==> src/rtl/drum_step_sequencer_if.sv <==
// Control/pattern inputs and trigger/status outputs of the drum step sequencer.
// The master side drives transport and pattern; the slave side is the sequencer.
interface drum_step_sequencer_if #(
  parameter int unsigned NUM_TRACKS = 4,
  parameter int unsigned STEPS      = 16,
  parameter int unsigned PERIOD_W   = 25
);
  localparam int unsigned IdxW = $clog2(STEPS);

  logic                         play_btn;
  logic                         stop_btn;
  logic [PERIOD_W-1:0]          step_period;
  logic [NUM_TRACKS*STEPS-1:0]  pattern;
  logic [NUM_TRACKS-1:0]        mute;
  logic [NUM_TRACKS-1:0]        trig;
  logic                         step_tick;
  logic                         bar_wrap;
  logic [IdxW-1:0]              step_idx;
  logic                         playing;

  modport master (
    output play_btn, stop_btn, step_period, pattern, mute,
    input  trig, step_tick, bar_wrap, step_idx, playing
  );

  modport slave (
    input  play_btn, stop_btn, step_period, pattern, mute,
    output trig, step_tick, bar_wrap, step_idx, playing
  );
endinterface

==> src/rtl/drum_step_sequencer.sv <==
// Master step sequencer: walks a STEPS-long pattern at a programmable period, firing one-cycle
// per-track triggers, with play/pause/stop transport, per-track mute and a bar-wrap strobe.
module drum_step_sequencer #(
  parameter int unsigned NUM_TRACKS = 4,
  parameter int unsigned STEPS      = 16,
  parameter int unsigned PERIOD_W   = 25
) (
  input logic                  clk,
  input logic                  reset,
  drum_step_sequencer_if.slave bus
);
  localparam int unsigned IdxW = $clog2(STEPS);

  typedef enum logic [1:0] {StStopped, StPlaying, StPaused} state_e;

  state_e                state_q, state_d;
  logic [PERIOD_W-1:0]   cnt_q, cnt_d;
  logic [IdxW-1:0]       idx_q, idx_d;
  logic [NUM_TRACKS-1:0] trig_q, trig_d;
  logic                  tick_q, tick_d;
  logic                  wrap_q, wrap_d;
  logic                  playing_q, playing_d;

  logic [PERIOD_W-1:0]   eff_period;
  logic                  at_end;
  logic                  fire;
  logic [STEPS-1:0]      row;
  logic [NUM_TRACKS-1:0] step_bits;

  assign eff_period = (bus.step_period < PERIOD_W'(2)) ? PERIOD_W'(2) : bus.step_period;
  // Plain >= so a period shortened below cnt advances on the next edge instead of wrapping.
  assign at_end     = (cnt_q >= (eff_period - PERIOD_W'(1)));

  // State register
  always_ff @(posedge clk or posedge reset) begin
    if (reset) begin
      state_q <= StStopped;
    end else begin
      state_q <= state_d;
    end
  end

  // Next-state logic; stop always wins over play
  always_comb begin
    state_d = state_q;
    if (bus.stop_btn) begin
      state_d = StStopped;
    end else begin
      unique case (state_q)
        StStopped: if (bus.play_btn) state_d = StPlaying;
        StPlaying: if (bus.play_btn) state_d = StPaused;
        StPaused:  if (bus.play_btn) state_d = StPlaying;
        default:   state_d = StStopped;
      endcase
    end
  end

  // Output / datapath next-state logic
  always_comb begin
    cnt_d  = cnt_q;
    idx_d  = idx_q;
    fire   = 1'b0;
    wrap_d = 1'b0;
    if (bus.stop_btn) begin
      cnt_d = '0;
      idx_d = '0;
    end else begin
      unique case (state_q)
        StStopped: begin
          if (bus.play_btn) begin
            cnt_d = '0;
            idx_d = '0;
            fire  = 1'b1;
          end
        end
        StPlaying: begin
          if (!bus.play_btn) begin
            if (at_end) begin
              cnt_d  = '0;
              idx_d  = idx_q + IdxW'(1);
              fire   = 1'b1;
              wrap_d = (idx_q == IdxW'(STEPS - 1));
            end else begin
              cnt_d = cnt_q + PERIOD_W'(1);
            end
          end
        end
        default: ;
      endcase
    end
    tick_d    = fire;
    trig_d    = fire ? (step_bits & ~bus.mute) : '0;
    playing_d = (state_d == StPlaying);
  end

  // Pattern column of the step about to start
  always_comb begin
    row       = '0;
    step_bits = '0;
    for (int t = 0; t < NUM_TRACKS; t++) begin
      row          = bus.pattern[t*STEPS +: STEPS];
      step_bits[t] = row[idx_d];
    end
  end

  always_ff @(posedge clk or posedge reset) begin
    if (reset) begin
      cnt_q     <= '0;
      idx_q     <= '0;
      trig_q    <= '0;
      tick_q    <= 1'b0;
      wrap_q    <= 1'b0;
      playing_q <= 1'b0;
    end else begin
      cnt_q     <= cnt_d;
      idx_q     <= idx_d;
      trig_q    <= trig_d;
      tick_q    <= tick_d;
      wrap_q    <= wrap_d;
      playing_q <= playing_d;
    end
  end

  assign bus.trig      = trig_q;
  assign bus.step_tick = tick_q;
  assign bus.bar_wrap  = wrap_q;
  assign bus.step_idx  = idx_q;
  assign bus.playing   = playing_q;
endmodule

==> src/flat_wrapper.sv <==
// flat-port wrapper written by rule: the top's interface ports become plain ports
module drum_step_sequencer_flat 
#(
  parameter int unsigned NUM_TRACKS = 4,
  parameter int unsigned STEPS      = 16,
  parameter int unsigned PERIOD_W   = 25
)
  (clk, reset, bus_play_btn, bus_stop_btn, bus_step_period, bus_pattern, bus_mute, bus_trig, bus_step_tick, bus_bar_wrap, bus_step_idx, bus_playing);
  drum_step_sequencer_if #(.NUM_TRACKS(NUM_TRACKS), .STEPS(STEPS), .PERIOD_W(PERIOD_W)) bus_i ();
  input logic clk;
  input logic reset;
  input wire logic [$bits(bus_i.play_btn)-1:0] bus_play_btn;
  input wire logic [$bits(bus_i.stop_btn)-1:0] bus_stop_btn;
  input wire logic [$bits(bus_i.step_period)-1:0] bus_step_period;
  input wire logic [$bits(bus_i.pattern)-1:0] bus_pattern;
  input wire logic [$bits(bus_i.mute)-1:0] bus_mute;
  output wire logic [$bits(bus_i.trig)-1:0] bus_trig;
  output wire logic [$bits(bus_i.step_tick)-1:0] bus_step_tick;
  output wire logic [$bits(bus_i.bar_wrap)-1:0] bus_bar_wrap;
  output wire logic [$bits(bus_i.step_idx)-1:0] bus_step_idx;
  output wire logic [$bits(bus_i.playing)-1:0] bus_playing;
  assign bus_i.play_btn = bus_play_btn;
  assign bus_i.stop_btn = bus_stop_btn;
  assign bus_i.step_period = bus_step_period;
  assign bus_i.pattern = bus_pattern;
  assign bus_i.mute = bus_mute;
  assign bus_trig = bus_i.trig;
  assign bus_step_tick = bus_i.step_tick;
  assign bus_bar_wrap = bus_i.bar_wrap;
  assign bus_step_idx = bus_i.step_idx;
  assign bus_playing = bus_i.playing;
  drum_step_sequencer #(.NUM_TRACKS(NUM_TRACKS), .STEPS(STEPS), .PERIOD_W(PERIOD_W)) u_core (.clk(clk), .reset(reset), .bus(bus_i));
endmodule
==> config.mk <==
export PLATFORM = sky130hd
export DESIGN_NAME = drum_step_sequencer_flat
export DESIGN_NICKNAME = d
export VERILOG_FILES = /design/src/rtl/drum_step_sequencer_if.sv /design/src/rtl/drum_step_sequencer.sv /design/src/flat_wrapper.sv
export SDC_FILE = /design/constraint.sdc
export NUM_CORES = 1
export LEC_CHECK = 0
export CORE_UTILIZATION = 49
export DETAILED_ROUTE_END_ITERATION = 12
export PLACE_DENSITY = 0.83
export RECOVER_POWER = 100
export SLEW_MARGIN = 20
export SYNTH_ARGS = -nofsm -noshare
export SYNTH_HDL_FRONTEND = slang
export SYNTH_SLANG_ARGS = --single-unit
==> constraint.sdc <==
create_clock -name clk -period 8.8 [get_ports clk]
set_input_delay 1.76 -clock clk [delete_from_list [all_inputs] [get_ports clk]]
set_output_delay 1.76 -clock clk [all_outputs]
set_load 0.1 [all_outputs]
==> results.md <==
- Netlist Area Pre-Place: 3520 um^2
- DRC: 0
- DRT Pass-1 Iters: 5
- P_leak: 2.19 nW
- Reg2reg end: u_core.bus.trig[2]$_DFF_PP0_
- Worst Path Max Fanout: 16
- Via count: 3716
- Initial Util: 51.2%
- Clock tree buffer depth: 2
- Core Rows: 30
- I/O Pins: 108
- Worst vdd ir: 0.0667 mV
- Endpoints failing hold: 0
- Clk pin slew, worst setup/hold paths: 0.08 ns
- Detailed Route WL: 9890 um
- CTS Buf Count: 5
- Combinational Power Share: 21.9%
- Final setup fails: 0
- Slowest CP cell: or4_4
- Post-cts sizing count: 0
- Syn nets: 549
- Post-CTS Hold Buffers: 0
- Slew Limit Fails: 39
- Full die area: 7520 um^2
- Status: complete, but fails checks
- Failing checks: max-capacitance violations, max-slew violations
- Seq pwr share: 38.6%
- Synth cell types: 55
- Internal Power: 0.345 mW
- Iter 0 DRT Violations: 167
- Crit path from: bus_step_period[15]
- DR vias/cell: 5.96
- Ys flop type: dfrtp_1
- GR Overflow Total: 0
- Highest Clock Rate: 120 MHz
- Antenna Violating Nets Remaining: 0
- Startpoint Class: primary input
- Worst setup margin: 0.440 ns
- Hold WS: 0.515 ns
- HP Class: flip-flop to flip-flop
- Root buffer cell: clkbuf_8
- Number of levels in the clock H-tree: 2
- Fin crit period: 8.36 ns
- Synth warn: 0
- Die height: 86.7 um
- Layout cell share with drive strength beyond 1: 5.12%
- Final Wtd Congestion: 0.901
- Flop-to-flop setup slack: 5.11 ns
- Cell Pwr Density: 95.7 nW/um^2
- CP Capture Type: flip-flop
- Crit share post-route: 95.0%
- EDFF count, synth: 0
- Switching share of power: 25.1%
- CTS tree: yes
- Slew headroom: -39.9%
- Initial antenna violation count: 0
- First-pass GRT wire length: 16600 um
- Clock sinks: 38
- Final setup TNS: 0 ns
- Detailed Place HPWL: 7680 um
- Arrival @ worst endpoint: 8.54 ns
- Post-CTS Setup Bufs: 0
- Crit path largest cell delay: 0.58 ns
- Net Switching: 0.116 mW
- Crit path cell chain: clkdlybuf4s50_1 -> or4_4 -> or3_4 -> or4_4 -> and4bb_1 -> nand2b_1 -> ha_1 -> nand2b_1 -> nor2_1 -> nand2_1 -> or2_0 -> nor3_1 -> xnor2_1 -> ha_1 -> and3_1 -> a221o_1 -> a2111oi_2 -> o21a_2 -> nand3b_1 -> a31o_2 -> inv_2 -> mux4_2 -> mux2i_1 -> o21ai_0
- Clk network pwr share: 39.5%
- Worst skew pair latency: 0.30 ns
- Pin count of the biggest net entering global routing: 39
- Routed WL per cell: 15.9 um
- Vias in the first global route: 3720
- RSZ-0062 raised after global routing: false
- WS Path Type: primary input to flip-flop
- Die span in x: 86.7 um
- Nets@finish: 651
- Clk_skew: 0.00288 ns
- Worst R2R Start: u_core.cnt_q[15]$_DFFE_PP0P_
- Syn_area_per_cell: 8.30 um^2
- Mapped Cells: 424
- Number of port buffers: 107
- Fraction of registers with async set/reset: 100%
- Tot GR Track Use: 27.8%
- CP Capture Point: u_core.bus.trig[2]$_DFF_PP0_
- N_diodes: 0
- MaxCap Viol Count: 1
- CORE AREA: 6870 um^2
- Reg2Reg Depth: 11
- DP Worst Slack: 0.236 ns
- Tightest Pin Transition: 2.10 ns
- Req. time, crit path: 8.98 ns
- Synthesis-stage register bit count: 38
- Area grow syn2layout: 37.0%
- Sequential share of the synthesized area: 27.0%
[Yosys cell counts (7+ instances only)]
library cell	number	area, um^2
nor3_1	9	45.0
dfrtp_1	38	951
a21oi_1	22	110
nand2b_1	9	56.3
nand3_1	23	115
o21ai_0	43	215
and3_1	14	87.6
clkbuf_1	12	45.0
nand2_1	30	113
xnor2_1	17	149
ha_1	28	350
o31ai_1	7	52.6
mux2i_1	39	390
nor2_1	44	165
[cell families after synthesis]
| logic type | share of synthesized area [%] |
|---|---|
| fa+ha+maj | 9.96 |
| compound gates | 17.5 |
| buf+inv | 2.88 |
| simple gates | 25.1 |
| xor+xnor | 5.48 |
| flops | 27.0 |
| mux | 12.1 |
[metrics by stage]
step	util (%)	area, um^2	cells	power (mW)
after global placement	68.3	4690	615	0.281
final	70.1	4820	623	0.461
after detailed placement	68.3	4690	615	0.284
after global routing	70.1	4820	623	0.481
after CTS	70.3	4830	623	0.464
after floorplan	-	3520	424	0.223
[worst max-delay path: cells and delay by family]
family                     cells  cell delay [ns]
buffers and inverters          2             0.69
adders and majority gates      2             0.47
and+or+nand+nor               12             3.19
xor gates and xnor gates       1             0.16
AOI/OAI and AO/OA              5             1.61
muxes                          2             0.66
[how the worst min path moves through the flow]
stage	end	startpoint	depth (start not counted)	slack, ns
after global placement	u_core.cnt_q[24]$_DFFE_PP0P_	u_core.cnt_q[24]$_DFFE_PP0P_	1	0.48
after global routing	u_core.cnt_q[24]$_DFFE_PP0P_	u_core.cnt_q[24]$_DFFE_PP0P_	1	0.54
after CTS	u_core.cnt_q[24]$_DFFE_PP0P_	u_core.cnt_q[24]$_DFFE_PP0P_	1	0.52
after floorplan	u_core.cnt_q[24]$_DFFE_PP0P_	u_core.cnt_q[24]$_DFFE_PP0P_	1	0.45
final	u_core.cnt_q[24]$_DFFE_PP0P_	u_core.cnt_q[24]$_DFFE_PP0P_	1	0.52
after detailed placement	u_core.cnt_q[22]$_DFFE_PP0P_	u_core.cnt_q[22]$_DFFE_PP0P_	1	0.51
[cell type report]
class / count / area (um^2)
well taps: 96 / 120
fillers: 557 / 2050
flip-flops and latches: 38 / 951
repair buffers: 113 / 1120
multi-input cells: 361 / 2460
inverters: 7 / 26.3
clock buffers: 5 / 68.8
clock inverters: 3 / 68.8
[power groups by stage]
stage | logic (mW) | clock network [mW] | registers, mW
global placement | 0.0998 | 0 | 0.181
detailed placement | 0.102 | 0 | 0.181
global route | 0.110 | 0.193 | 0.178
floorplan | 0.0348 | 0 | 0.188
finish | 0.101 | 0.182 | 0.178
CTS | 0.103 | 0.183 | 0.178
[registers in the layout, indices dropped and copies added, names as in the netlist]
name                  cells
u_core.bus.bar_wrap       1
u_core.bus.playing        1
u_core.bus.step_idx       4
u_core.bus.step_tick      1
u_core.bus.trig           4
u_core.cnt_q             25
u_core.state_q            2
[routing by layer]
| layer | global-route usage (%) | share of wire [%] |
|---|---|---|
| met1 | 30.3 | 38 |
| met5 | 0 | 0 |
| met3 | 5.43 | 5.8 |
| met2 | 52.4 | 53 |
| met4 | 11.7 | 3.0 |
[cells in the final DEF (no fill, tap or decap), drive strengths merged, types with 5 or more instances in the layout]
| master | Yosys | layout |
|---|---|---|
| nand2 | 32 | 32 |
| dfrtp | 38 | 38 |
| dlygate4sd3 | 0 | 13 |
| clkdlybuf4s50 | 0 | 94 |
| xor2 | 5 | 5 |
| or3 | 5 | 5 |
| o31ai | 7 | 7 |
| inv | 7 | 7 |
| nor2 | 46 | 46 |
| o211ai | 5 | 5 |
| nand4b | 5 | 5 |
| nand2b | 9 | 9 |
| clkbuf | 12 | 8 |
| xnor2 | 17 | 17 |
| nor3 | 9 | 9 |
| ha | 28 | 28 |
| nand3 | 23 | 23 |
| and3 | 14 | 14 |
| nor4 | 5 | 5 |
| mux2i | 39 | 39 |
| o21ai | 44 | 44 |
| a21oi | 22 | 22 |
Note: power is estimated with default switching activity, not from simulation.
